File: config.mk
export PLATFORM = sky130hd
export DESIGN_NAME = pio_keys_leds
export DESIGN_NICKNAME = d
export VERILOG_FILES = /design/src/rtl/pio_keys_leds.sv
export SDC_FILE = /design/constraint.sdc
export NUM_CORES = 1
export LEC_CHECK = 0
export CELL_PAD_IN_SITES_DETAIL_PLACEMENT = 2
export CELL_PAD_IN_SITES_GLOBAL_PLACEMENT = 2
export CORE_MARGIN = 2
export CORE_UTILIZATION = 22
export DETAILED_ROUTE_END_ITERATION = 8
export GPL_TIMING_DRIVEN = 0
export PLACE_DENSITY_LB_ADDON = 0.05
export RECOVER_POWER = 50
export SLEW_MARGIN = 0
export SYNTH_ARGS = -nofsm -noshare
export SYNTH_HDL_FRONTEND = slang
export SYNTH_SLANG_ARGS = --single-unit
File: constraint.sdc
create_clock -name clk_clk -period 2.2 [get_ports clk_clk]
set_input_delay 0.44 -clock clk_clk [delete_from_list [all_inputs] [get_ports clk_clk]]
set_output_delay 0.44 -clock clk_clk [all_outputs]
set_load 0.01 [all_outputs]
File: src/rtl/pio_keys_leds.sv
// pio_keys_leds: Avalon-MM PIO slave with synchronised key inputs, edge capture/IRQ and set/clear LED outputs.
// Optional macro PIO_DEBOUNCE_EN builds per-bit debounce counters; otherwise stable follows sync2 directly.
module pio_keys_leds #(
    parameter int unsigned IN_WIDTH        = 2,
    parameter int unsigned OUT_WIDTH       = 8,
    parameter int unsigned DEBOUNCE_CYCLES = 50000,
    parameter logic [OUT_WIDTH-1:0] OUT_RESET = '0
) (
    input  logic                 clk_clk,
    input  logic                 reset_reset,
    input  logic [2:0]           avs_address,
    input  logic                 avs_read,
    input  logic                 avs_write,
    input  logic [31:0]          avs_writedata,
    output logic [31:0]          avs_readdata,
    output logic                 irq,
    input  logic [IN_WIDTH-1:0]  keys_export,
    output logic [OUT_WIDTH-1:0] leds_export
);

    typedef enum logic [2:0] {
        A_DATA_IN   = 3'd0,
        A_DATA_OUT  = 3'd1,
        A_IRQ_MASK  = 3'd2,
        A_EDGE_CAP  = 3'd3,
        A_OUT_SET   = 3'd4,
        A_OUT_CLR   = 3'd5,
        A_EDGE_MODE = 3'd6,
        A_RSVD      = 3'd7
    } addr_e;

    logic [IN_WIDTH-1:0]  sync1_q, sync2_q, stable, stable_prev_q;
    logic [IN_WIDTH-1:0]  edge_cap_q, edge_cap_d, cap_clr, edge_hit;
    logic [IN_WIDTH-1:0]  irq_mask_q, irq_mask_d, edge_mode_q, edge_mode_d;
    logic [OUT_WIDTH-1:0] out_q, out_d;
    logic [31:0]          rdata_q, rdata_d;
    logic                 unused_wd;

    assign unused_wd = ^avs_writedata;

`ifdef PIO_DEBOUNCE_EN
    localparam int unsigned CNT_W = $clog2(DEBOUNCE_CYCLES);

    logic [CNT_W-1:0]    cnt_q [IN_WIDTH];
    logic [CNT_W-1:0]    cnt_d [IN_WIDTH];
    logic [IN_WIDTH-1:0] stable_q, stable_d;

    // A bit is accepted on the DEBOUNCE_CYCLES-th consecutive mismatching sample.
    always_comb begin
        stable_d = stable_q;
        for (int unsigned i = 0; i < IN_WIDTH; i++) begin
            cnt_d[i] = '0;
            if (sync2_q[i] != stable_q[i]) begin
                if (cnt_q[i] == CNT_W'(DEBOUNCE_CYCLES - 1)) begin
                    stable_d[i] = sync2_q[i];
                end else begin
                    cnt_d[i] = cnt_q[i] + 1'b1;
                end
            end
        end
    end

    always_ff @(posedge clk_clk) begin
        if (reset_reset) begin
            stable_q <= '0;
            for (int unsigned i = 0; i < IN_WIDTH; i++) cnt_q[i] <= '0;
        end else begin
            stable_q <= stable_d;
            for (int unsigned i = 0; i < IN_WIDTH; i++) cnt_q[i] <= cnt_d[i];
        end
    end

    assign stable = stable_q;
`else
    localparam int unsigned unused_debounce = DEBOUNCE_CYCLES;

    assign stable = sync2_q;
`endif

    always_comb begin
        rdata_d = rdata_q;
        if (avs_read) begin
            case (addr_e'(avs_address))
                A_DATA_IN:   rdata_d = 32'(stable);
                A_DATA_OUT:  rdata_d = 32'(out_q);
                A_IRQ_MASK:  rdata_d = 32'(irq_mask_q);
                A_EDGE_CAP:  rdata_d = 32'(edge_cap_q);
                A_EDGE_MODE: rdata_d = 32'(edge_mode_q);
                default:     rdata_d = '0;
            endcase
        end
    end

    always_comb begin
        out_d       = out_q;
        irq_mask_d  = irq_mask_q;
        edge_mode_d = edge_mode_q;
        cap_clr     = '0;
        if (avs_write) begin
            case (addr_e'(avs_address))
                A_DATA_OUT:  out_d       = avs_writedata[OUT_WIDTH-1:0];
                A_IRQ_MASK:  irq_mask_d  = avs_writedata[IN_WIDTH-1:0];
                A_EDGE_CAP:  cap_clr     = avs_writedata[IN_WIDTH-1:0];
                A_OUT_SET:   out_d       = out_q | avs_writedata[OUT_WIDTH-1:0];
                A_OUT_CLR:   out_d       = out_q & ~avs_writedata[OUT_WIDTH-1:0];
                A_EDGE_MODE: edge_mode_d = avs_writedata[IN_WIDTH-1:0];
                default: ;
            endcase
        end
        edge_hit   = (stable & ~stable_prev_q & ~edge_mode_q)
                   | (~stable & stable_prev_q & edge_mode_q);
        // New edges are OR-ed in after the clear so a same-cycle set wins.
        edge_cap_d = (edge_cap_q & ~cap_clr) | edge_hit;
    end

    always_ff @(posedge clk_clk) begin
        if (reset_reset) begin
            sync1_q       <= '0;
            sync2_q       <= '0;
            stable_prev_q <= '0;
            edge_cap_q    <= '0;
            irq_mask_q    <= '0;
            edge_mode_q   <= '0;
            out_q         <= OUT_RESET;
            rdata_q       <= '0;
        end else begin
            sync1_q       <= keys_export;
            sync2_q       <= sync1_q;
            stable_prev_q <= stable;
            edge_cap_q    <= edge_cap_d;
            irq_mask_q    <= irq_mask_d;
            edge_mode_q   <= edge_mode_d;
            out_q         <= out_d;
            rdata_q       <= rdata_d;
        end
    end

    assign avs_readdata = rdata_q;
    assign leds_export  = out_q;
    assign irq          = |(edge_cap_q & irq_mask_q);

endmodule

; After elaboration in Yosys (flattened, before gate mapping)
; Cells that the tools add are included.
[totals]
ff_bits = 52
latch_bits = 0
ramBits = 0
mem_bits_ro = 0
input_bits = 41
out_inout_bits = 41
wordCells = 39
n_memories = 0
[op_classes]
addsub = 0
mul = 0
div_mod_pow = 0
order_cmp = 0
n_eq_ne = 6
n_shift = 0
muxes = 4
n_bitwise = 15
n_reduce_logical = 6
[op_table]
columns = cell, n
row1 = 8-bit case mux with 5 select lines, 1
row2 = 8-bit case mux with 3 select lines, 1
row3 = 2-bit bitwise AND, 6
row4 = "3-bit == test, second input constant", 3
row5 = 8-bit bitwise AND, 1
row6 = 2-bit inverter, 4
row7 = 8-bit inverter, 1
row8 = 8-bit OR, 1
row9 = "3-bit by 2-bit == test with 1-bit output, second input constant", 2
row10 = 2-bit AND reduction, 3
row11 = 2-bit two-way mux, 2
row12 = 2-bit OR, 2
row13 = "3-bit by 1-bit == test with 1-bit output, second input constant", 1
row14 = 3-bit logical NOT, 1
row15 = 3-bit nonzero test, 1
row16 = 2-bit OR reduction, 1

; Depth between registers and ports, before layout
; Gate-level depths: netlist of run 1.
[depth]
depth_word = 6
ltp_mapped = 5
ltp_nobuf = 3

; Worst setup path before layout of run 1
; OpenSTA, ideal clock, no wires.
[synth_timing]
path_type = input to register
startpoint = in avs_address[2]
endpoint = reg edge_cap_q[0]
setup_time_ps = 133
t_arrival_ps = 1120
required_time_ps = 2067
setup_slack_ps = 947
path_stages = 5
path_buffers = 2
cell_sequence = buf_2 buf_2 nand4b_1 o21ai_0 a31oi_1
[synth_between]
elab_chain_cells = 6
[synth_rtl]
columns = item, line
row1 = "start, declared", 11  ; input logic [2:0] avs_address,
row2 = 3-bit by 2-bit == test with 1-bit output, 100  ; case (addr_e'(avs_address))
row3 = 2-bit two-way mux, 100
row4 = 2-bit two-way mux, 99  ; if (avs_write) begin
row5 = 2-bit inverter, 113  ; edge_cap_d = (edge_cap_q & ~cap_clr) | edge_hit;
row6 = 2-bit bitwise AND, 113
row7 = 2-bit OR, 113
row8 = "end signal, assigned", 130  ; edge_cap_q <= edge_cap_d;
row9 = "end, declared", 33  ; logic [IN_WIDTH-1:0] edge_cap_q, edge_cap_d, cap_clr, edge_hit;
; No other way between the ends.
; A chain may end at the register's enable or synchronous reset.

; Worst setup path in the final report of run 1
[layout_timing]
startpoint = in avs_address[1]
endpoint = reg edge_cap_q[0]
; The elaborated chain is that of the path after synthesis.

==> reports/metrics.yaml, run 1 <==
cells_and_area:
  final_cells: 300
  fillers: 751
  n_antenna_cell: 0
  layout_common_cells: "dfxtp_1, buf_4, conb_1"
  fin_util: 0.315
  fin_nets: 266
  layout-drive-gt1-share: 0.184
  syn2layout_area_growth_pct: 36.8
  mostFrequentLayoutCell: "dfxtp_1"
global_route:
  grt_pass1_wl_mm: 7.69
  antenna_found_initial: 0
  grt_max_degree: 15
  grt_overflow: 0
  grt_pass1_vias: 1469
  globalRouteTotalUtil: 0.132
timing:
  worst_pin_slew_ns: 0.633
  period_minus_slack_ns: 1.80
  setup_slack_ns: 0.397
  maxSlewHeadroom: 0.576
  fin_setup_tns_ns: 0
  timing.fmax_mhz: 555
  final_max_slew_viol_count: 0
  hold_viol_final: 0
  final.period_utilization: 0.819
  finClkSkew_ns: 0.00659
  final-setup-viol-count: 0
  rsz0062_at_grt: "false"
placement:
  pre_cts_slack_ns: 0.170
  io_buffers: 32
  post-dp-hpwl_mm: 3.69
  placed_cells: 297
  place.gp.congestion: 0.792
routing:
  drtAntennaViolNets: 0
  drtPass1Iterations: 4
  dr_total_vias: 1361
  initialDrtViolationCount: 40
  drc_errors: 0
  drt-wirelength-per-cell_um: 15.3
  drt_wl_total_mm: 4.60
  viasPerCell: 4.54
synth:
  synth_enable_flop_cells: 0
  syn_avg_cell_area_um2: 8.97
  ys_seq_elements: 28
  synth_area_um2: 1480
  synth_ff_type: "dfxtp_1"
  ys_warn_count: 0
  async_reset_ff_frac: 0
  syn_inst: 165
  synth_seq_area_share: 0.379
  ys_types: 30
setup_path:
  crit_path_cell_trace: "dlygate4sd3_1, buf_2, buf_2, nand4b_1, o21ai_0, a31oi_1"
  path_common_cell: "buf_2"
  start_kind: "primary input"
  endpoint_kind: "register"
  criticalPathCategory: "in2reg"
  critPathMaxFanout: 10
  slowest_stage: "dlygate4sd3_1"
  cpPeakStageDelay_ns: 0.58
  required_ns: 2.34
  arrival_ns: 1.94
die:
  ios: 82
  chipWidth_um: 86.0
  design.die.area_um2: 7400
  die-height_um: 86.0
  coreArea_um2: 6420
  initial_core_util: 0.230
  rows: 29
cts:
  cts_sinks: 28
  cts_resized: 0
  cts_hold_buf: 0
  cts.clk_slew.worst_paths_ns: 0.09
  post-cts-setup-buffers: 0
  cts_tree: "done"
  clockBufferDepth: 2
  htree_num_levels: 1
  clkLatencyLatePin_ns: 0.27
  clock-root-buffer: "clkbuf_8"
  cts_buffers: 3
power:
  p_leak_nw: 0.843
  p_per_area_nw_per_um2: 504
  vdd_drop_max_mv: 0.341
job:
  drv_cap: 0
min_path:
  hp-class: "reg2reg"
outcome:
  status: "complete, no violations"
-- logic make-up (layout without fill, tap and decap cells) --
| logic type | count (synthesis) | in the layout | share of synthesized area |
|---|---|---|---|
| buf+inv | 38 | 73 | 0.166 |
| other cells | 1 | 24 | 0.00253 |
| mux | 8 | 8 | 0.0558 |
| compound gates | 34 | 34 | 0.156 |
| flops | 28 | 28 | 0.379 |
| simple gates | 56 | 56 | 0.242 |
-- cell usage after synthesis (4+ instances only) --
cell      count  area [um^2]
buf_4        24          180
nand4_1       8         50.1
o31ai_1       8         60.1
mux2i_1       6         60.1
nor2b_1      15         93.8
a21oi_1      14         70.1
buf_2         4         20.0
nor2_1       13         48.8
nor3b_1       8         60.1
clkbuf_1      5         18.8
dfxtp_1      28          561
-- metal layers --
| metal | GRT usage | vias up | routed length [um] |
|---|---|---|---|
| met4 | 0.0173 | 0 | 23 |
| met2 | 0.250 | 33 | 2430 |
| met5 | 0 | - | 0 |
| met1 | 0.153 | 674 | 1930 |
| li1 | - | 652 | - |
| met3 | 0.0289 | 2 | 223 |
-- per-stage QoR --
step	power, mW	area (um^2)	hold slack (ns)
detailed placement	0.751	1980	0.449
global placement	0.745	1980	0.432
floorplan	0.670	1570	0.414
finish	1.02	2020	0.458
CTS	1.03	2020	0.464
global route	1.08	2020	0.498
-- critical path, delay by kind of cell --
kind                   cells  cell delay [ns]
AND/OR/NAND/NOR            1             0.15
AO/OA/AOI/OAI              2             0.27
buffers and inverters      3             1.08
-- final timing paths --
path | end | startpoint | slack (ns) | depth (start not counted)
min | stable[0]$_SDFF_PP0_ | sync1_q[0]$_SDFF_PP0_ | 0.46 | 1
min reg2reg | stable[0]$_SDFF_PP0_ | sync1_q[0]$_SDFF_PP0_ | 0.46 | 1
max | edge_cap_q[0]$_SDFF_PP0_ | avs_address[1] | 0.40 | 6
max reg2reg | edge_cap_q[0]$_SDFF_PP0_ | stable[0]$_SDFF_PP0_ | 1.10 | 2
-- layout make-up --
cell class | instances | area (um^2) | area share
Multi-Input combinational cell | 122 | 761 | 0.376
Sequential cell | 28 | 561 | 0.277
Timing Repair Buffer | 32 | 320 | 0.158
Buffer | 36 | 238 | 0.117
Tap cell | 77 | 96.3 | 0.0476
Clock buffer | 3 | 41.3 | 0.0204
Inverter | 2 | 7.51 | 0.00371
-- sequential cells by signal, summed over array words and instances (netlist names) --
name / cells
irq_mask_q: 2
avs_readdata: 8
leds_export: 8
stable_prev_q: 2
sync1_q: 2
stable: 2
edge_mode_q: 2
edge_cap_q: 2
-- power breakdown --
group / internal, mW / switching (mW) / total, mW
Clock: 0.123 / 0.158 / 0.281
Sequential: 0.523 / 0.0128 / 0.536
Combinational: 0.100 / 0.102 / 0.202
Total: 0.746 / 0.273 / 1.02
(Power assumes the default switching activity.)
==> inputs of run 2 (changes only) <==
CORE_UTILIZATION = 21   (was 22)
clock period = 1.7 ns   (was 2.2 ns; I/O delays follow)
==> run 2 against run 1 <==
Utilization decreased by 1.2 points. Critical path depth decreased by 5. Sequential share of layout area decreased by 0.44 points. Sequential power increased by 29%. Clock skew increased by 0.0041 ns. Cell count increased by 6.3%. Register-to-register slack got worse by 0.49 ns. Count of clock-buffer cells in the layout unchanged. Critical endpoint is now leds_export[1].
==> reports/metrics.yaml, run 2 (same netlist as run 1, synthesis figures left out) <==
global_route:
  grt_max_degree: 15
  grt_pass1_wl_mm: 7.21
  globalRouteTotalUtil: 0.122
  grt_pass1_vias: 1398
  grt_overflow: 0
  antenna_found_initial: 0
timing:
  final.period_utilization: 0.950
  final_max_slew_viol_count: 0
  maxSlewHeadroom: 0.641
  hold_viol_final: 0
  finClkSkew_ns: 0.0107
  hold_ws_ns: 0.416
  rsz0062_at_grt: "false"
  timing.fmax_mhz: 619
  final-setup-viol-count: 0
  worst_pin_slew_ns: 0.538
  period_minus_slack_ns: 1.62
setup_path:
  endpoint_kind: "output pin"
  slowest_stage: "clkdlybuf4s50_1"
  rr_endpoint: "avs_readdata[1]$_SDFFE_PP0P_"
  critPathMaxFanout: 3
  cpPeakStageDelay_ns: 0.57
  r2r_cells: 3
  arrival_ns: 1.28
  criticalPathCategory: "reg2out"
  critPathBufInv: 1
  r2r_start: "leds_export[1]$_SDFFE_PP0P_"
  required_ns: 1.36
  crit_path_cell_trace: "clkdlybuf4s50_1"
  crit_family: "buffers and inverters"
  start_kind: "register"
  r2r_slack_ns: 0.61
cts:
  clock-root-buffer: "clkbuf_8"
  clkLatencyLatePin_ns: 0.28
  cts_tree: "done"
  cts_buffers: 3
  cts_hold_buf: 0
  cts.clk_slew.worst_paths_ns: 0.10
  cts_sinks: 28
  htree_num_levels: 1
  clockBufferDepth: 2
min_path:
  hp-class: "in2reg"
  hold_path_end: "sync1_q[1]$_SDFF_PP0_"
  worstHoldStart: "reset_reset"
  min_delay_path_depth: 2
cells_and_area:
  n_antenna_cell: 0
  layout-drive-gt1-share: 0.188
  multiInputGateArea_um2: 763
  final_cells: 319
  layout_common_cells: "dfxtp_1, buf_4, conb_1"
  fin_util: 0.303
  fillers: 772
  seq_area_um2: 561
  fin_nets: 266
  fin_area_um2: 2060
  mostFrequentLayoutCell: "dfxtp_1"
  syn2layout_area_growth_pct: 39.0
outcome:
  status: "complete, no violations"
power:
  vdd_drop_max_mv: 0.294
  p_leak_nw: 0.846
  post-layout-total-power_mw: 1.33
  p_per_area_nw_per_um2: 647
die:
  initial_core_util: 0.218
  die-height_um: 88.0
  coreArea_um2: 6790
  ios: 82
  chipWidth_um: 88.0
  design.die.area_um2: 7740
  rows: 30
routing:
  drtAntennaViolNets: 0
  drc_errors: 0
  drtPass1Iterations: 4
  drt-wirelength-per-cell_um: 14.7
  drt_wl_total_mm: 4.68
  viasPerCell: 4.24
  dr_total_vias: 1354
  initialDrtViolationCount: 49
placement:
  place.gp.congestion: 0.800
  placed_cells: 316
  post-dp-hpwl_mm: 3.67
  io_buffers: 32
  placed_cell_area_um2: 2010
job:
  drv_cap: 0
run 2: changes by cell type in the layout (fill, tap and decap cells not counted):
cell / delta
buf_2: -3
clkbuf_4: +3
clkdlybuf4s50_1: +1
dlygate4sd2_1: +1
dlygate4sd3_1: -2
nor2_1: -1
nor2_2: +1
run 2: where the power goes:
part	internal, mW	leakage, nW	total [mW]	switching (mW)
Sequential	0.677	0.228	0.694	0.0167
Combinational	0.132	0.597	0.264	0.132
Clock	0.159	0.0216	0.372	0.213
run 2: metal layers:
layer  wire, um  global-route usage  vias up  share of wire
li1           -                   -      653              -
met1       1950               0.144      666           0.42
met2       2520               0.233       33           0.54
met3        199              0.0245        2          0.042
met4         17              0.0168        0         0.0036
met5          0                   0        -              0
run 2: worst max-delay path by stage:
stage	start	to	slack [ns]	depth (start not counted)
2_1_floorplan	avs_address[2]	edge_cap_q[0]$_SDFF_PP0_	0.55	5
3_3_place_gp	avs_address[1]	edge_cap_q[1]$_SDFF_PP0_	-0.23	6
3_5_place_dp	avs_address[1]	edge_cap_q[0]$_SDFF_PP0_	-0.24	6
4_1_cts	leds_export[0]$_SDFFE_PP0P_	leds_export[0]	0.05	1
5_1_grt	avs_address[1]	edge_cap_q[0]$_SDFF_PP0_	0.01	6
6_report	leds_export[1]$_SDFFE_PP0P_	leds_export[1]	0.08	1
run 2: layout make-up:
cell class / count / area share
Multi-Input combinational cell: 122 / 0.371
Tap cell: 96 / 0.0584
Inverter: 2 / 0.00365
Buffer: 36 / 0.119
Timing Repair Buffer: 32 / 0.155
Sequential cell: 28 / 0.273
Clock buffer: 3 / 0.0201
run 2: metrics by stage:
| stage | setup TNS (ns) | setup slack [ns] |
|---|---|---|
| after floorplan | 0 | 0.547 |
| after global placement | -2.62 | -0.226 |
| after detailed placement | -3.31 | -0.242 |
| after CTS | 0 | 0.0466 |
| after global routing | 0 | 0.0150 |
| final | 0 | 0.0843 |
run 2: repair_timing:
item,in CTS,in global routing
buffers inserted,0,0
resized for setup,1,4
endpoints found under the setup margin,1,8
==> inputs of run 3 (changes only) <==
CELL_PAD_IN_SITES_DETAIL_PLACEMENT = 1   (was 2)
CELL_PAD_IN_SITES_GLOBAL_PLACEMENT = 1   (was 2)
CORE_UTILIZATION = 27   (was 21)
==> run 3 against run 2 <==
Die area shrank 21%. Clock power up 10%. Hold slack improved by 0.019 ns. Cell area down 0.85%. Sequential power is essentially flat. Non-clock buffer count unchanged. Critical path depth is 1 higher. Clock skew fell by 0.0055 ns. Setup slack got worse by 0.028 ns. Largest power group unchanged.
==> reports/metrics.yaml, run 3 (same netlist as run 1, synthesis figures left out) <==
power:
  p_per_area_nw_per_um2: 669
  p_leak_nw: 0.849
  post-layout-total-power_mw: 1.36
  vdd_drop_max_mv: 0.540
cells_and_area:
  layout_common_cells: "buf_4, conb_1, dfxtp_1"
  layout-drive-gt1-share: 0.205
  final_cells: 294
  syn2layout_area_growth_pct: 37.8
  fin_nets: 266
  n_antenna_cell: 0
  seq_area_um2: 566
  fin_util: 0.392
  multiInputGateArea_um2: 761
  fillers: 644
  fin_area_um2: 2040
routing:
  viasPerCell: 4.55
  drt_wl_total_mm: 4.10
  drc_errors: 0
  initialDrtViolationCount: 42
  drtPass1Iterations: 4
  drt-wirelength-per-cell_um: 13.9
  drtAntennaViolNets: 0
  dr_total_vias: 1337
setup_path:
  required_ns: 1.36
  cpPeakStageDelay_ns: 0.47
  crit_family: "buffers and inverters"
  slowest_stage: "clkdlybuf4s50_1"
  r2r_start: "leds_export[1]$_SDFFE_PP0P_"
  r2r_cells: 3
  rr_endpoint: "avs_readdata[1]$_SDFFE_PP0P_"
  crit_path_cell_trace: "a22o_1, clkdlybuf4s50_1"
  start_kind: "register"
  crit_cells: 2
  critPathMaxFanout: 3
  r2r_slack_ns: 0.62
  endpoint_kind: "output pin"
  critPathBufInv: 1
  arrival_ns: 1.30
  cp-startpoint: "edge_cap_q[1]$_SDFF_PP0_"
  criticalPathCategory: "reg2out"
  endpoint: "irq"
cts:
  cts_tree: "done"
  cts.clk_slew.worst_paths_ns: 0.09
  clock-root-buffer: "clkbuf_8"
  clkLatencyLatePin_ns: 0.27
  cts_sinks: 28
  htree_num_levels: 1
  clockBufferDepth: 2
  cts_buffers: 3
global_route:
  grt_max_degree: 16
  antenna_found_initial: 0
  grt_pass1_vias: 1403
  globalRouteTotalUtil: 0.141
  grt_overflow: 0
  grt_pass1_wl_mm: 6.91
placement:
  post-dp-hpwl_mm: 3.25
  pre_cts_slack_ns: -0.219
  placed_cell_area_um2: 1970
  io_buffers: 32
  placed_cells: 290
  place.gp.congestion: 0.731
timing:
  final_max_slew_viol_count: 0
  setup_slack_ns: 0.0564
  period_minus_slack_ns: 1.64
  final.period_utilization: 0.967
  worst_pin_slew_ns: 0.605
  timing.fmax_mhz: 608
  rsz0062_at_grt: "false"
  maxSlewHeadroom: 0.595
  finClkSkew_ns: 0.00515
  hold_viol_final: 0
  final-setup-viol-count: 0
die:
  rows: 26
  ios: 82
  coreArea_um2: 5200
  design.die.area_um2: 6090
  chipWidth_um: 78.0
  die-height_um: 78.0
  initial_core_util: 0.284
outcome:
  status: "complete, no violations"
min_path:
  worstHoldStart: "reset_reset"
  hp-class: "in2reg"
  min_delay_path_depth: 2
job:
  drv_cap: 0
## run 3: repair_timing
item / 4_1_cts / 5_1_grt
setup endpoints to repair: 0 / 4
hold buffers: 0 / 0
buffers inserted: 0 / 0
gates resized for setup: 0 / 7
## run 3: metal layers
metal | up-vias | GRT usage | routed length [um]
met5 | - | 0 | 0
met4 | 0 | 0.0404 | 69
met3 | 8 | 0.0402 | 239
met2 | 35 | 0.259 | 2110
met1 | 639 | 0.158 | 1690
li1 | 655 | - | -
## run 3: worst reg2reg max path, cell delays in order (launching register included)
cell and delay [ns]:
dfxtp_1 0.44, mux2i_1 0.11, o31a_1 0.25, a211oi_2 0.21
## run 3: metrics by stage
stage               TNS, ns  hold slack (ns)
finish                    0            0.435
global route              0            0.443
CTS                       0            0.432
detailed placement    -2.42            0.425
global placement      -2.07            0.430
floorplan                 0            0.414
## run 3: how the worst min path moves through the flow
| stage | endpoint |
|---|---|
| 6_report | sync1_q[0]$_SDFF_PP0_ |
| 3_5_place_dp | stable[0]$_SDFF_PP0_ |
| 4_1_cts | sync1_q[0]$_SDFF_PP0_ |
| 5_1_grt | sync1_q[0]$_SDFF_PP0_ |
| 2_1_floorplan | stable[0]$_SDFF_PP0_ |
| 3_3_place_gp | stable[1]$_SDFF_PP0_ |
## run 3: cell type report
cell class	count	share of cell area
Multi-Input combinational cell	122	0.373
Sequential cell	28	0.277
Inverter	2	0.00368
Tap cell	70	0.0429
Buffer	36	0.119
Timing Repair Buffer	32	0.157
Clock buffer	4	0.0270
## run 3: report_power, final
group / internal, mW / switching, mW / total [mW] / leakage (nW)
sequential: 0.677 / 0.0158 / 0.693 / 0.230
combinational: 0.131 / 0.128 / 0.259 / 0.590
clock: 0.207 / 0.204 / 0.411 / 0.0288
